===== src/rtl/cu_sequencer.sv =====
// T-cycle/M-cycle sequencer for the CPU control unit: step decode, overlapped fetch,
// instruction-register load, prioritised interrupt dispatch and HALT handling.
module cu_sequencer #(
  parameter int         T_PER_M      = 4,
  parameter int         MAX_M        = 8,
  parameter int         INT_COUNT    = 5,
  parameter int         INT_M_CYCLES = 5,
  parameter logic [7:0] VECTOR_BASE  = 8'h40
) (
  input  logic                 i_Clk,
  input  logic                 i_Reset_n,
  input  logic                 i_Enable,
  input  logic                 i_End_Op,
  input  logic                 i_Halt,
  input  logic                 i_IME,
  input  logic [INT_COUNT-1:0] i_Int_Req,
  output logic [T_PER_M-1:0]   o_Step_T,
  output logic [MAX_M-1:0]     o_Cycle_M,
  output logic                 o_Fetch,
  output logic                 o_IR_Write,
  output logic                 o_Int_Active,
  output logic [7:0]           o_Int_Vector,
  output logic [INT_COUNT-1:0] o_Int_Ack,
  output logic                 o_Halted,
  output logic                 o_Overrun
);

  localparam int TW = (T_PER_M > 1) ? $clog2(T_PER_M) : 1;
  localparam int MW = (MAX_M > 1) ? $clog2(MAX_M) : 1;
  localparam int IW = (INT_COUNT > 1) ? $clog2(INT_COUNT) : 1;

  typedef enum logic [1:0] {ST_FETCH, ST_EXEC, ST_INT, ST_HALT} state_t;

  state_t         state_q, state_d;
  logic [TW-1:0]  t_q, t_d;
  logic [MW-1:0]  m_q, m_d;
  logic [IW-1:0]  idx_q, idx_d;
  logic           overrun_q, overrun_d;

  logic           boundary, int_pend, int_take, m_last, int_last, exec_reload;
  logic [IW-1:0]  req_idx;
  logic [7:0]     idx_off;

  assign boundary = i_Enable && (t_q == TW'(T_PER_M - 1));
  assign int_pend = |i_Int_Req;
  assign int_take = i_IME && int_pend;
  assign m_last   = (m_q == MW'(MAX_M - 1));
  assign int_last = (m_q == MW'(INT_M_CYCLES - 1));

  // An opcode that never raises i_End_Op is closed out at its last M-cycle like a normal end.
  assign exec_reload = i_End_Op ? (!int_take && !i_Halt) : m_last;

  // Lowest set request index wins; scanning downwards lets the lowest index overwrite.
  always_comb begin
    req_idx = '0;
    for (int i = INT_COUNT - 1; i >= 0; i--) begin
      if (i_Int_Req[i]) req_idx = IW'(i);
    end
  end

  always_comb begin
    // NOTE: every combinational output gets a default first so no path leaves it unassigned (no latches).
    state_d   = state_q;
    t_d       = t_q;
    m_d       = m_q;
    idx_d     = idx_q;
    overrun_d = overrun_q;

    if (i_Enable && state_q != ST_HALT) begin
      if (boundary) begin
        t_d = '0;
        m_d = m_q + 1'b1;
      end else begin
        t_d = t_q + 1'b1;
      end
    end

    unique case (state_q)
      ST_FETCH: if (boundary) begin
        state_d = ST_EXEC;
        m_d     = '0;
      end
      ST_EXEC: if (boundary) begin
        if (i_End_Op && int_take) begin
          state_d = ST_INT;
          m_d     = '0;
          idx_d   = req_idx;
        end else if (i_End_Op && i_Halt) begin
          state_d = ST_HALT;
          m_d     = '0;
        end else if (i_End_Op) begin
          m_d = '0;
        end else if (m_last) begin
          overrun_d = 1'b1;
          m_d       = '0;
        end
      end
      ST_INT: if (boundary && int_last) begin
        state_d = ST_FETCH;
        m_d     = '0;
      end
      ST_HALT: begin
        t_d = '0;
        m_d = '0;
        // Wake-up is immediate on any enabled clock; it does not wait for a T boundary.
        if (i_Enable && int_pend) begin
          if (i_IME) begin
            state_d = ST_INT;
            idx_d   = req_idx;
          end else begin
            state_d = ST_FETCH;
          end
        end
      end
      default: state_d = ST_FETCH;
    endcase
  end

  always_ff @(posedge i_Clk) begin
    // NOTE: sequential state uses non-blocking assignments so all registers update together.
    if (!i_Reset_n) begin
      state_q   <= ST_FETCH;
      t_q       <= '0;
      m_q       <= '0;
      idx_q     <= '0;
      overrun_q <= 1'b0;
    end else begin
      state_q   <= state_d;
      t_q       <= t_d;
      m_q       <= m_d;
      idx_q     <= idx_d;
      overrun_q <= overrun_d;
    end
  end

  assign idx_off = 8'(idx_q);

  assign o_Step_T     = (state_q == ST_HALT) ? '0 : (T_PER_M'(1) << t_q);
  assign o_Cycle_M    = (state_q == ST_EXEC || state_q == ST_INT) ? (MAX_M'(1) << m_q) : '0;
  assign o_Fetch      = (state_q == ST_FETCH) ||
                        (state_q == ST_EXEC && (i_End_Op ? !int_take : m_last));
  assign o_IR_Write   = boundary && ((state_q == ST_FETCH) || (state_q == ST_EXEC && exec_reload));
  assign o_Int_Active = (state_q == ST_INT);
  assign o_Int_Vector = VECTOR_BASE + (idx_off << 3);
  assign o_Int_Ack    = (state_q == ST_INT && m_q == '0 && t_q == '0 && i_Enable) ?
                        (INT_COUNT'(1) << idx_q) : '0;
  assign o_Halted     = (state_q == ST_HALT);
  assign o_Overrun    = overrun_q;

endmodule


===== config.mk =====
export PLATFORM = sky130hd
export DESIGN_NAME = cu_sequencer
export DESIGN_NICKNAME = d
export VERILOG_FILES = /design/src/rtl/cu_sequencer.sv
export SDC_FILE = /design/constraint.sdc
export NUM_CORES = 1
export LEC_CHECK = 0
export ABC_AREA = 1
export CORE_MARGIN = 1.5
export CORE_UTILIZATION = 35
export CTS_BUF_LIST = sky130_fd_sc_hd__clkbuf_4
export CTS_CLUSTER_DIAMETER = 30
export CTS_CLUSTER_SIZE = 8
export DETAILED_ROUTE_END_ITERATION = 16
export GPL_ROUTABILITY_DRIVEN = 0
export PLACE_DENSITY = 0.64
export SLEW_MARGIN = 20
export SYNTH_ARGS = -nofsm -noshare
export SYNTH_HDL_FRONTEND = slang
export SYNTH_SLANG_ARGS = --single-unit

===== constraint.sdc =====
create_clock -name i_Clk -period 3.6 [get_ports i_Clk]
set_input_delay 0.72 -clock i_Clk [delete_from_list [all_inputs] [get_ports i_Clk]]
set_output_delay 0.72 -clock i_Clk [all_outputs]
set_load 0.1 [all_outputs]

==> impl_metrics.toml, run 1 <==
[outcome]
status = "finished, final reports clean"

[cts]
cts_buffers = 3
h-tree-depth = 1
clkTransAtPathRegs_ns = 0.07
clock_latency_ns = 0.28
clockBufferDepth = 2
cts-resized-gates = 0
root_buffer = "clkbuf_4"
cts.sinks = 11
holdBufCountCts = 0
cts_tree = "yes"
cts_post_setup_buffers_inserted = 0

[die]
row_count = 19
coreArea_um2 = 2780
ios = 41
fp.dieW_um = 57.4
start_util = 0.373
die_y_um = 57.4
die_area_um2 = 3300

[critical_path]
arrival_ns = 2.23
cp-end-kind = "output port"
cp_cell_sequence = "clkdlybuf4s50_1 > nor2_1 > nand3_1 > nand2_1 > nand3_1 > a211oi_2 > buf_12"
rr_worst_depth = 9
slowest_stage = "clkdlybuf4s50_1"
crit_fanout = 3
crit_required_ns = 2.88
startpoint_type = "input pin"
crit_top_cell = "nand3_1"
crit_path_max_incr_delay_ns = 0.42
path_class = "in -> out"

[global_route]
grt_pass1_vias = 1030
grt_max_degree = 10
grt.total_usage = 0.170
antenna_found_initial = 0
grt_pass1_wl_mm = 4.47
grt-ovfl-total = 0

[placed_design]
port_buffers = 35
dpl_cell_area_um2 = 1390
hpwl_mm = 2.11

[finish]
nets = 226
fin_util = 0.509
nFillCells = 286
diodes = 0
areaGrowthSynthToFinish_pct = 36.4
regArea_um2 = 220
final_common_cell = "nand2_1"
layout-drive-gt1-share = 0.176
multi_input_area_um2 = 706
final_cell_mix = "36 x nand2_1, 26 x inv_1, 25 x nor2_1"
final_cell_area_um2 = 1420

[routing]
viasPerCell = 4.73
postRouteAntennaNets = 0
vias = 1089
routedWlPerCell_um = 11.2
first_pass_iters = 4
route.detailed.drc = 0
wirelength_mm = 2.57
drt-initial-drc-count = 32

[yosys]
avgSynthCellArea_um2 = 6.36
synth_cell_types = 24
synth_edf_count = 0
yosysTopAreaCell = "dfxtp_1"
ys_seq_area_frac = 0.212
async_flop_share = 0
synthCells = 163
ys_warn_count = 0
synth_area_leaders = "dfxtp_1 21%, ha_1 18%, nand2_1 13%"
ys_ff_latch = 11
synth_top_area_frac = 0.212
syn_area_um2 = 1040
ys.flop_type = "dfxtp_1"

[timing]
rsz0062_at_grt = "false"
worst_pin_slew_ns = 0.976
finalCritPeriodShare = 0.821
relSlewSlack = 0.347
clock.fmax_ghz = 0.339
hold_viol = 0
skew_ns = 0.00450
final_period_minus_worst_setup_slack_ns = 2.95
report.final.slew_viol_count = 0
finalSetupViolations = 0

[power]
p_total_w = 0.000840
power_per_cell_area_nw_per_um2 = 594
ir_drop_mv = 0.544
leakagePower_nw = 0.685

[min_path]
hold_depth = 2
min_path_type = "reg -> reg"

[job]
drv_cap = 0
## logic make-up after synthesis
| logic type | share of synthesized area |
|---|---|
| compound gates | 0.133 |
| other cells | 0.00724 |
| simple gates | 0.332 |
| flops | 0.212 |
| buf+inv | 0.135 |
| fa+ha+maj | 0.181 |
## through the flow
step | cells | TNS, ns | hold WS, ns | worst slack (ns)
detailed placement | 226 | 0 | 0.470 | 0.655
floorplan | 166 | -2.25 | 0.487 | -0.769
finish | 230 | 0 | 0.485 | 0.646
CTS | 230 | 0 | 0.488 | 0.642
global route | 230 | 0 | 0.539 | 0.551
global placement | 226 | 0 | 0.474 | 0.702
## state kept, by name (all words and copies together), names as in the netlist
signal	flops
t_q	2
m_q	3
idx_q	3
state_q	2
o_Overrun	1
## layout make-up
| type | instances | area share |
|---|---|---|
| Timing Repair Buffer | 35 | 0.228 |
| Clock buffer | 4 | 0.0212 |
| Multi-Input combinational cell | 123 | 0.499 |
| Tap cell | 31 | 0.0274 |
| Inverter | 26 | 0.0690 |
| Sequential cell | 11 | 0.156 |
## power by group
part	internal, W	leakage [nW]	switching, W
combinational	0.000148	0.577	0.000424
clock	0.0000505	0.0184	0.0000465
sequential	0.000143	0.0895	0.0000277
total	0.000342	0.685	0.000498
## critical path, delay by kind of cell
| family | cells | cell delay [ns] |
|---|---|---|
| AO/OA/AOI/OAI | 1 | 0.31 |
| buffers and inverters | 2 | 0.63 |
| AND/OR/NAND/NOR | 4 | 0.57 |
## cells in the mapped netlist, types with 3 or more instances
| master | count |
|---|---|
| ha_1 | 15 |
| nand2_1 | 36 |
| inv_1 | 26 |
| o21ai_0 | 6 |
| dfxtp_1 | 11 |
| nand3_1 | 5 |
| a211oi_1 | 3 |
| buf_4 | 5 |
| a21oi_1 | 9 |
| nor3_1 | 3 |
| nand2_2 | 3 |
| nor2_1 | 25 |
## layer usage
metal | up-vias | wire [um] | GRT usage
li1 | 579 | - | -
met1 | 477 | 1200 | 0.222
met2 | 27 | 1200 | 0.281
met3 | 6 | 118 | 0.0204
met4 | 0 | 52 | 0.0731
met5 | - | 0 | 0
## final timing paths
path                start         end  slack (ns)
min reg2reg     o_Overrun   o_Overrun        0.49
max          i_Int_Req[0]  o_IR_Write        0.65
max reg2reg    state_q[0]      m_q[2]        1.95
min             o_Overrun   o_Overrun        0.49
(Power assumes the default switching activity.)
==> run 2, diff against run 1 <==
==> constraint.sdc (replaced) <==
create_clock -name i_Clk -period 2.8 [get_ports i_Clk]
set_input_delay 0.56 -clock i_Clk [delete_from_list [all_inputs] [get_ports i_Clk]]
set_output_delay 0.56 -clock i_Clk [all_outputs]
set_load 0.1 [all_outputs]
==> run 2 against run 1 <==
  * Global-route usage barely moved
  * Design area up 8.8%
  * Count of clock-buffer cells in the layout stayed put
  * Sequential cell count is the same
  * Setup slack got worse by 0.48 ns
  * Critical path type unchanged
  * Largest power group unchanged
==> impl_metrics.toml, run 2 (synthesized netlist as in run 1, its figures left out) <==
[outcome]
status = "finished, final reports clean"

[cts]
cts_buffers = 3
clockBufferDepth = 2
root_buffer = "clkbuf_4"
clkTransAtPathRegs_ns = 0.07
cts_post_setup_buffers_inserted = 0
h-tree-depth = 1
cts.sinks = 11
clock_latency_ns = 0.27
cts-resized-gates = 0
cts_tree = "yes"
holdBufCountCts = 0

[die]
die_y_um = 57.4
ios = 41
die_area_um2 = 3300
row_count = 19
start_util = 0.373
coreArea_um2 = 2780
fp.dieW_um = 57.4

[placed_design]
hpwl_mm = 2.21
dp.cells = 226
port_buffers = 35
pre_cts_slack_ns = 0.173

[critical_path]
crit_fanout = 3
cp-end-kind = "output port"
path_class = "in -> out"
crit_required_ns = 2.24
startpoint_type = "input pin"
arrival_ns = 2.07

[timing]
tns_ns = 0
finalSetupViolations = 0
skew_ns = 0.00351
final_period_minus_worst_setup_slack_ns = 2.63
holdWs_ns = 0.493
worst_slack_ns = 0.165
hold_viol = 0
finalCritPeriodShare = 0.941
clock.fmax_ghz = 0.380
report.final.slew_viol_count = 0
rsz0062_at_grt = "false"

[routing]
vias = 1110
drt-initial-drc-count = 10
postRouteAntennaNets = 0
routedWlPerCell_um = 11.7
route.detailed.drc = 0
first_pass_iters = 4
wirelength_mm = 2.69
viasPerCell = 4.83

[power]
switching_power_w = 0.000677
cell_internal_pwr_w = 0.000441
leakagePower_nw = 0.708
ir_drop_mv = 0.520
clockPowerShare = 0.110
power_frac_seq = 0.214
p_comb_frac = 0.676
netSwitchingFraction = 0.606
power_per_cell_area_nw_per_um2 = 726

[finish]
nets = 226
reg_top3 = "idx_q: 3 flops, m_q: 3 flops"
fin_util = 0.554
diodes = 0
final_cell_mix = "36 x nand2_1, 26 x inv_1, 23 x nor2_1"
layout-drive-gt1-share = 0.236
final_common_cell = "nand2_1"
fin_cells = 230
areaGrowthSynthToFinish_pct = 48.5

[global_route]
antenna_found_initial = 0
grt_pass1_wl_mm = 4.34
grt-ovfl-total = 0
grt.total_usage = 0.170
grt_max_degree = 10
grt_pass1_vias = 1040

[min_path]
min_path_type = "reg -> reg"

[job]
drv_cap = 0
==> run 2: cell count changes in the layout (fill, tap and decap cells not counted), sizes merged <==
cell           change
buf                +4
clkdlybuf4s50      -4
==> run 2: final cells by class <==
type	count	area (um2)
multi-input combinational	123	776
timing repair buffer	35	375
clock buffer	4	30.0
sequential	11	223
fill	279	1240
tap	31	38.8
inverter	26	97.6
==> run 2: routing by layer <==
metal,up-vias,GRT usage,part of all wire
met4,0,0.0532,0.0078
met2,27,0.308,0.52
met5,-,0,0
met1,508,0.191,0.42
li1,573,-,-
met3,2,0.0454,0.052
==> run 2: power by group through the flow <==
stage / Combinational, W / Sequential (W) / Clock (W)
after floorplan: 0.000479 / 0.000349 / 0
after global placement: 0.000751 / 0.000239 / 0
after detailed placement: 0.000756 / 0.000242 / 0
after CTS: 0.000759 / 0.000239 / 0.000125
after global routing: 0.000800 / 0.000242 / 0.000135
final: 0.000756 / 0.000239 / 0.000123
==> run 2: stage by stage <==
step	instance area, um2	total power, W
after floorplan	1140	0.000828
after global placement	1510	0.000990
after detailed placement	1510	0.000998
after CTS	1540	0.00112
after global routing	1540	0.00118
final	1540	0.00112
==> run 2: path summary, 6_finish.rpt <==
path                      from    endpoint  slack, ns  depth (start not counted)
setup / recovery  i_Int_Req[3]  o_IR_Write       0.17                          7
hold / removal       o_Overrun   o_Overrun       0.49                          2
setup reg to reg    state_q[0]  state_q[0]       1.05                         10
hold reg to reg      o_Overrun   o_Overrun       0.49                          2
==> run 2: critical path, stage by stage <==
cell and delay, ns:
clkdlybuf4s50_1 0.45, nor2_1 0.15, nand3_1 0.11, nand2_1 0.12, nand3_1 0.18, a211oi_4 0.29
buf_12 0.21
==> run 3, diff against run 2 <==
--- a/config.mk
+++ b/config.mk
@@ -6,14 +6,16 @@
 export NUM_CORES = 1
 export LEC_CHECK = 0
 export ABC_AREA = 1
+export CELL_PAD_IN_SITES_DETAIL_PLACEMENT = 1
+export CELL_PAD_IN_SITES_GLOBAL_PLACEMENT = 1
 export CORE_MARGIN = 1.5
-export CORE_UTILIZATION = 35
+export CORE_UTILIZATION = 30
 export CTS_BUF_LIST = sky130_fd_sc_hd__clkbuf_4
 export CTS_CLUSTER_DIAMETER = 30
 export CTS_CLUSTER_SIZE = 8
 export DETAILED_ROUTE_END_ITERATION = 16
 export GPL_ROUTABILITY_DRIVEN = 0
-export PLACE_DENSITY = 0.64
+export PLACE_DENSITY = 0.79
 export SLEW_MARGIN = 20
 export SYNTH_ARGS = -nofsm -noshare
 export SYNTH_HDL_FRONTEND = slang
==> run 3 against run 2 <==
  * Count of clock-buffer cells in the layout unchanged
  * Global-route usage rose by 1.8 points
  * Power increased by 1.9%
  * Largest power group unchanged
==> impl_metrics.toml, run 3 (synthesized netlist as in run 1, its figures left out) <==
[critical_path]
crit_path_max_incr_delay_ns = 0.42
cp-end-kind = "output port"
crit_family = "buffers and inverters"
r2r_slack_ns = 0.96
r2r-end = "m_q[2]"
startpoint_type = "input pin"
crit_top_cell = "nand3_1"
path_buf_inv = 2
rr_startpoint = "state_q[1]"
path_class = "in -> out"
crit_required_ns = 2.24
rr_worst_depth = 9
crit_fanout = 3
slowest_stage = "clkdlybuf4s50_1"
cp_cell_sequence = "clkdlybuf4s50_1 > nor2_1 > nand3_1 > nand2_1 > nand3_1 > a211oi_4 > buf_12"
arrival_ns = 2.14

[routing]
viasPerCell = 4.75
postRouteAntennaNets = 0
drt-initial-drc-count = 35
vias = 1168
wirelength_mm = 3.41
route.detailed.drc = 0
first_pass_iters = 4
routedWlPerCell_um = 13.8

[die]
row_count = 21
coreArea_um2 = 3340
start_util = 0.311
die_area_um2 = 3820
die_y_um = 61.8
fp.dieW_um = 61.8
ios = 41

[cts]
cts_tree = "yes"
cts_buffers = 3
clkTransAtPathRegs_ns = 0.09
h-tree-depth = 1
cts_post_setup_buffers_inserted = 0
clock_latency_ns = 0.28
cts-resized-gates = 0
root_buffer = "clkbuf_4"
holdBufCountCts = 0
clockBufferDepth = 2
cts.sinks = 11

[min_path]
hold_depth = 2
hold_start = "o_Overrun"
hold_end = "o_Overrun"
min_path_type = "reg -> reg"

[timing]
finalSetupViolations = 0
skew_ns = 0.00946
report.final.slew_viol_count = 0
hold_viol = 0
holdWs_ns = 0.506
worst_pin_slew_ns = 0.533
finalCritPeriodShare = 0.963
rsz0062_at_grt = "false"
clock.fmax_ghz = 0.371
final_period_minus_worst_setup_slack_ns = 2.70
relSlewSlack = 0.642

[global_route]
grt-ovfl-total = 0
grt_pass1_vias = 1151
grt_max_degree = 10
antenna_found_initial = 0
grt_pass1_wl_mm = 5.22
grt.total_usage = 0.188

[finish]
nets = 227
final_cell_mix = "36 x nand2_1, 26 x inv_1, 23 x nor2_1"
final_cell_area_um2 = 1570
reg_top3 = "idx_q: 3 flops, m_q: 3 flops"
diodes = 0
layout-drive-gt1-share = 0.240
nFillCells = 441
final_common_cell = "nand2_1"
areaGrowthSynthToFinish_pct = 51.0

[placed_design]
dpl_cell_area_um2 = 1540
port_buffers = 35
hpwl_mm = 2.83

[power]
ir_drop_mv = 0.326
leakagePower_nw = 0.713
power_per_cell_area_nw_per_um2 = 727

[outcome]
status = "finished, final reports clean"

[job]
drv_cap = 0
-- run 3: cell types whose count changed in the layout (fill, tap and decap cells not counted), sizes merged --
cell / change
buf: +1
-- run 3: worst register-to-register path: cells and delay by family (launching register included) --
family / cells / cell delay [ns]
compound gates: 2 / 0.22
buf+inv: 2 / 0.25
flops: 1 / 0.44
fa+ha+maj: 1 / 0.41
simple gates: 4 / 0.45
-- run 3: worst max-delay path by stage --
stage                       startpoint          end  cells past startpoint
after detailed placement  i_Int_Req[0]   o_IR_Write                      7
after global placement    i_Int_Req[0]   o_IR_Write                      7
final                     i_Int_Req[0]   o_IR_Write                      7
after global routing      i_Int_Req[0]   o_IR_Write                      7
after floorplan             state_q[0]  o_Step_T[0]                      3
after CTS                 i_Int_Req[0]   o_IR_Write                      7
-- run 3: metrics by stage --
step           setup slack (ns)  instances   util  setup TNS, ns  power (W)
2_1_floorplan            -0.234        166      -         -0.953   0.000828
3_3_place_gp              0.164        242  0.460              0   0.000992
3_5_place_dp              0.129        242  0.460              0    0.00101
4_1_cts                   0.120        246  0.469              0    0.00115
5_1_grt                  0.0133        246  0.469              0    0.00120
6_report                  0.105        246  0.469              0    0.00114
-- run 3: where the power goes --
| group | total, W | switching (W) | internal [W] | leakage [nW] |
|---|---|---|---|---|
| clock | 0.000130 | 0.0000646 | 0.0000649 | 0.0184 |
| combinational | 0.000769 | 0.000578 | 0.000190 | 0.604 |
| sequential | 0.000241 | 0.0000549 | 0.000186 | 0.0904 |
-- run 3: per-layer routing --
layer,part of all wire,global-route usage,vias to the layer above
li1,-,-,578
met1,0.42,0.210,549
met2,0.53,0.368,37
met3,0.047,0.0352,4
met4,0.0076,0.0334,0
met5,0,0,-
-- run 3: final cells by class --
cell class	instances	area (um2)	share of cell area
repair buffers	36	383	0.244
multi-input cells	123	776	0.495
well taps	46	57.6	0.0367
flip-flops and latches	11	223	0.142
inverters	26	97.6	0.0623
clock buffers	4	30.0	0.0192
